==> src/rtl/fetch_pkg.sv <==
// rtl/fetch_pkg.sv - shared fetch states, opcode values and instruction lengths
package fetch_pkg;

  typedef enum logic [2:0] {
    IDLE,
    OP,
    LO,
    HI,
    HOLD
  } fetch_state_t;

  localparam logic [7:0] OP_ADC_IMM = 8'h69;
  localparam logic [7:0] OP_ADC_ABS = 8'h6D;
  localparam logic [7:0] OP_LDA_ABS = 8'hAD;
  localparam logic [7:0] OP_STA_ABS = 8'h8D;
  localparam logic [7:0] OP_JMP_ABS = 8'h4C;
  localparam logic [7:0] OP_NOP     = 8'hEA;

  localparam logic [1:0] LEN_1 = 2'd1;
  localparam logic [1:0] LEN_2 = 2'd2;
  localparam logic [1:0] LEN_3 = 2'd3;

endpackage

==> src/rtl/opcode_decoder.sv <==
// rtl/opcode_decoder.sv - combinational opcode to class strobes, length and illegal flag
module opcode_decoder
  import fetch_pkg::*;
(
  input  logic [7:0] opcode,
  output logic       load,
  output logic       store,
  output logic       branch,
  output logic       arith_imm,
  output logic       arith_mem,
  output logic       illegal,
  output logic [1:0] length
);

  always_comb begin
    load      = 1'b0;
    store     = 1'b0;
    branch    = 1'b0;
    arith_imm = 1'b0;
    arith_mem = 1'b0;
    illegal   = 1'b0;
    length    = LEN_1;
    case (opcode)
      OP_ADC_IMM: begin arith_imm = 1'b1; length = LEN_2; end
      OP_ADC_ABS: begin arith_mem = 1'b1; length = LEN_3; end
      OP_LDA_ABS: begin load      = 1'b1; length = LEN_3; end
      OP_STA_ABS: begin store     = 1'b1; length = LEN_3; end
      OP_JMP_ABS: begin branch    = 1'b1; length = LEN_3; end
      OP_NOP:     length = LEN_1;
      default:    illegal = 1'b1;
    endcase
  end

endmodule

==> src/rtl/instr_fetch_decode.sv <==
// rtl/instr_fetch_decode.sv - byte-serial instruction fetch, PC ownership and decode
module instr_fetch_decode
  import fetch_pkg::*;
#(
  parameter int                ADDR_W   = 16,
  parameter logic [ADDR_W-1:0] RESET_PC = 16'h0200
) (
  input  logic              clka,
  input  logic              restart_n,
  input  logic              fetch_en,
  output logic              mem_rd,
  output logic [ADDR_W-1:0] mem_addr,
  input  logic [7:0]        mem_rdata,
  input  logic              mem_ready,
  output logic              instr_valid,
  input  logic              instr_ack,
  output logic [7:0]        opcode,
  output logic [15:0]       operand,
  output logic              load,
  output logic              store,
  output logic              branch,
  output logic              arith_imm,
  output logic              arith_mem,
  output logic              illegal,
  input  logic              pc_load,
  input  logic [ADDR_W-1:0] pc_target,
  output logic [ADDR_W-1:0] pc
);

  fetch_state_t      state;
  fetch_state_t      state_next;
  logic [ADDR_W-1:0] pc_next;
  logic [7:0]        opcode_next;
  logic [15:0]       operand_next;

  logic [7:0] dec_in;
  logic       d_load;
  logic       d_store;
  logic       d_branch;
  logic       d_arith_imm;
  logic       d_arith_mem;
  logic       d_illegal;
  logic [1:0] d_len;

  // In OP the length of the byte arriving now picks the next state; elsewhere decode the held opcode.
  assign dec_in = (state == OP) ? mem_rdata : opcode;

  opcode_decoder u_dec (
    .opcode    (dec_in),
    .load      (d_load),
    .store     (d_store),
    .branch    (d_branch),
    .arith_imm (d_arith_imm),
    .arith_mem (d_arith_mem),
    .illegal   (d_illegal),
    .length    (d_len)
  );

  always_ff @(posedge clka) begin
    if (!restart_n) begin
      state   <= IDLE;
      pc      <= RESET_PC;
      opcode  <= '0;
      operand <= '0;
    end else begin
      state   <= state_next;
      pc      <= pc_next;
      opcode  <= opcode_next;
      operand <= operand_next;
    end
  end

  always_comb begin
    state_next   = state;
    pc_next      = pc;
    opcode_next  = opcode;
    operand_next = operand;
    mem_rd       = 1'b0;
    instr_valid  = 1'b0;
    case (state)
      IDLE: if (fetch_en) state_next = OP;
      OP: begin
        mem_rd = 1'b1;
        if (mem_ready) begin
          opcode_next  = mem_rdata;
          operand_next = '0;
          pc_next      = pc + ADDR_W'(1);
          state_next   = (d_len == LEN_1) ? HOLD : LO;
        end
      end
      LO: begin
        mem_rd = 1'b1;
        if (mem_ready) begin
          operand_next[7:0] = mem_rdata;
          pc_next           = pc + ADDR_W'(1);
          state_next        = (d_len == LEN_2) ? HOLD : HI;
        end
      end
      HI: begin
        mem_rd = 1'b1;
        if (mem_ready) begin
          operand_next[15:8] = mem_rdata;
          pc_next            = pc + ADDR_W'(1);
          state_next         = HOLD;
        end
      end
      HOLD: begin
        instr_valid = 1'b1;
        if (instr_ack) state_next = OP;
      end
      default: state_next = IDLE;
    endcase
    // A redirect overrides any completion or ack in the same cycle and drops partial bytes.
    if (pc_load) begin
      pc_next      = pc_target;
      opcode_next  = opcode;
      operand_next = operand;
      if (state != IDLE) state_next = OP;
    end
  end

  assign mem_addr  = pc;
  assign load      = d_load      & instr_valid;
  assign store     = d_store     & instr_valid;
  assign branch    = d_branch    & instr_valid;
  assign arith_imm = d_arith_imm & instr_valid;
  assign arith_mem = d_arith_mem & instr_valid;
  assign illegal   = d_illegal   & instr_valid;

endmodule

==> config.mk <==
export PLATFORM = sky130hd
export DESIGN_NAME = instr_fetch_decode
export DESIGN_NICKNAME = d
export VERILOG_FILES = /design/src/rtl/fetch_pkg.sv /design/src/rtl/opcode_decoder.sv /design/src/rtl/instr_fetch_decode.sv
export SDC_FILE = /design/constraint.sdc
export NUM_CORES = 1
export LEC_CHECK = 0
export ABC_AREA = 1
export CAP_MARGIN = 15
export CORE_MARGIN = 2
export CORE_UTILIZATION = 45
export DETAILED_ROUTE_END_ITERATION = 10
export GPL_TIMING_DRIVEN = 0
export PLACE_DENSITY = 0.77
export RECOVER_POWER = 50
export SKIP_CTS_REPAIR_TIMING = 1
export SYNTH_ARGS = -nofsm -noshare
export SYNTH_HDL_FRONTEND = slang
export SYNTH_HIERARCHICAL = 1
export SYNTH_SLANG_ARGS = --single-unit
==> constraint.sdc <==
create_clock -name clka -period 3.1 [get_ports clka]
set_clock_uncertainty 0.1 [all_clocks]
set_input_delay 0.62 -clock clka [delete_from_list [all_inputs] [get_ports clka]]
set_output_delay 0.62 -clock clka [all_outputs]
set_load 0.05 [all_outputs]
==> results_dict.tcl <==
set metrics [dict create \
    syn_nets 434 \
    synthCells 403 \
    p_int_uw 929 \
    setup_viol 0 \
    worst-r2r-setup-slack_ns 0.62 \
    die_w_um 80.2 \
    clock-sinks 43 \
    routed_wl_um 7490 \
    grt_pass1_wl_um 11900 \
    worst-endpoint-required_ns 2.38 \
    htreeDepth 2 \
    fin_crit_sh_pct 96.2 \
    cts_made_buffers 5 \
    pin_count 94 \
    cts_tree "built" \
    antenna_cells 0 \
    nFillCells 525 \
    placed_cells_incl_taps 568 \
    hold_viol 0 \
    drive_gt1_share_pct 14.6 \
    crit_fanout 4 \
    synthTopCellsByArea "dfxtp_1 (33%), nand2_1 (12%), a21oi_1 (7.7%), inv_1 (7.3%), nor2_1 (7.0%)" \
    netSwitchingPower_uw 579 \
    power.share.sequential_pct 40.8 \
    cts.path.max_buffers 2 \
    drc 0 \
    dieArea_um2 6420 \
    firstDrtPassIters 5 \
    place_congestion 0.916 \
    yosys_warnings 6 \
    min_from "operand[6]" \
    dp_hpwl_um 5710 \
    via_count 2943 \
    final-seq-area_um2 866 \
    grt_max_degree 17 \
    core_area_um2 5540 \
    ys_seq_area_share_pct 33.0 \
    layout_min_cycle_time_ns 2.98 \
    port_buffers 93 \
    drv_cap 0 \
    ys_ff_latch 43 \
    status "finished, final reports clean" \
    synth_top_area_cell "dfxtp_1" \
    stdcell_count 580 \
    setup.worst_path.end_class "output port" \
    layout_common_cells "nand2_1 (85), clkdlybuf4s50_1 (71), inv_1 (51)" \
    relSlewSlack_pct 64.0 \
    combPwrFrac_pct 33.1 \
    path_class "input port to output port" \
    worst_pin_slew_ns 0.538 \
    startpoint_type "input port" \
    die_h_um 80.2 \
    root_buffer "clkbuf_8" \
    initial_utilization_pct 47.1 \
    cellLeakagePower_uw 0.00154 \
    drtIter0Drc 174 \
    swShare_pct 38.4 \
    grt_setup_unrepaired "yes" \
    grt_overflow 0 \
    reg2reg_depth 17 \
    clk_latency_ns 0.31 \
    hold_class "register to register" \
    avgSynthCellArea_um2 6.48 \
    synth_top_area_share_pct 33.0 \
    worstHoldEndpoint "operand[6]" \
    first_global_vias 2608 \
    critPathArrivalTime_ns 2.26 \
    nNetsFinal 538 \
    worst_hold_slack_ns 0.362 \
    cts.reportedPaths.clkPinSlew_ns 0.10 \
    r2r-end "state[2]" \
    rows 27 \
    ir_drop_uv 266 \
    slew_viol_final 0 \
    drtAntennaViolNets 0 \
    post_drt_via_cell_ratio 5.07 \
    mostFrequentLayoutCell "nand2_1" \
    multi_input_area_um2 1350 \
    synth_cell_type_count 31 \
    fmax_mhz 335 \
    clkPwrFrac_pct 26.1 \
    synth_area_um2 2610 \
    hold_depth 2 \
    area_growth_pct 43.3 \
    power.density_nw_per_um2 403 \
    r2r_start "state[2]" \
    antenna_found_initial 0 \
    grt.total_usage_pct 23.4 \
    wl_per_cell_um 12.9 \
]
-- power groups by stage --
stage / combinational [uW] / sequential, uW / clock [uW]
5_1_grt: 534 / 622 / 423
3_3_place_gp: 477 / 627 / 0
6_report: 499 / 616 / 393
4_1_cts: 486 / 616 / 396
2_1_floorplan: 231 / 711 / 0
3_5_place_dp: 484 / 628 / 0
-- registers in the layout, summed over array words and instances (netlist names) --
signal    count
state         3
opcode        8
mem_addr     16
operand      16
-- routing by layer --
metal | part of all wire (%) | track usage [%]
met1 | 42 | 28.8
met2 | 48 | 39.3
met3 | 8.7 | 6.40
met4 | 1.5 | 7.63
met5 | 0 | 0
-- kinds of logic (layout without fill, tap and decap cells) --
| family | after synthesis | after routing | share of synthesized area (%) |
|---|---|---|---|
| XOR/XNOR | 4 | 4 | 1.34 |
| AO/OA/AOI/OAI | 84 | 84 | 17.0 |
| AND/OR/NAND/NOR | 187 | 187 | 33.2 |
| buffers and inverters | 84 | 189 | 15.1 |
| flip-flops | 43 | 43 | 33.0 |
| adder cells (fa/ha/maj) | 1 | 1 | 0.479 |
-- metrics by stage --
stage	cell area, um^2	util [%]	total power [uW]	setup slack [ns]	TNS (ns)
global placement	3630	65.6	1100	-0.528	-2.93
finish	3740	67.5	1510	0.119	0
global route	3740	67.5	1580	-0.0390	-0.0790
floorplan	2610	-	943	0.0332	0
detailed placement	3630	65.6	1110	-0.576	-3.12
CTS	3730	67.3	1500	-0.854	-4.74
-- critical path: stages --
cell	delay, ns
clkdlybuf4s50_1	0.56
nand2_1	0.07
o21ai_1	0.11
inv_1	0.10
nor2_2	0.15
inv_1	0.09
nor2_4	0.11
inv_2	0.04
nor2_1	0.07
inv_1	0.04
nor2_1	0.10
buf_4	0.20
-- cells in the mapped netlist, drive strengths merged --
cell type  number
nand2          90
nor2           61
inv            59
dfxtp          43
a21oi          40
o21ai          39
buf            21
nand3          16
nor3           13
nand4           5
clkbuf          4
a211oi          2
a31oi           2
xnor2           2
xor2            2
and2            1
ha              1
nor4            1
o221ai          1
-- worst max path at each step --
stage                      start  slack [ns]      to  cells past startpoint
finish              mem_rdata[0]        0.12   store                     12
global route            state[2]       -0.04  branch                     13
CTS                     state[2]       -0.85  branch                     13
detailed placement  mem_rdata[4]       -0.58  branch                     11
global placement    mem_rdata[4]       -0.53  branch                     11
floorplan               state[2]        0.03  branch                     12
-- area by class of cell --
| cell class | instances | area share, % |
|---|---|---|
| Sequential cell | 43 | 23.2 |
| Clock inverter | 3 | 0.703 |
| Timing Repair Buffer | 97 | 25.4 |
| Inverter | 59 | 5.96 |
| Multi-Input combinational cell | 276 | 36.1 |
| Clock buffer | 5 | 1.84 |
| Buffer | 25 | 4.45 |
| Tap cell | 72 | 2.41 |
Note: power is estimated with default switching activity, not from simulation.
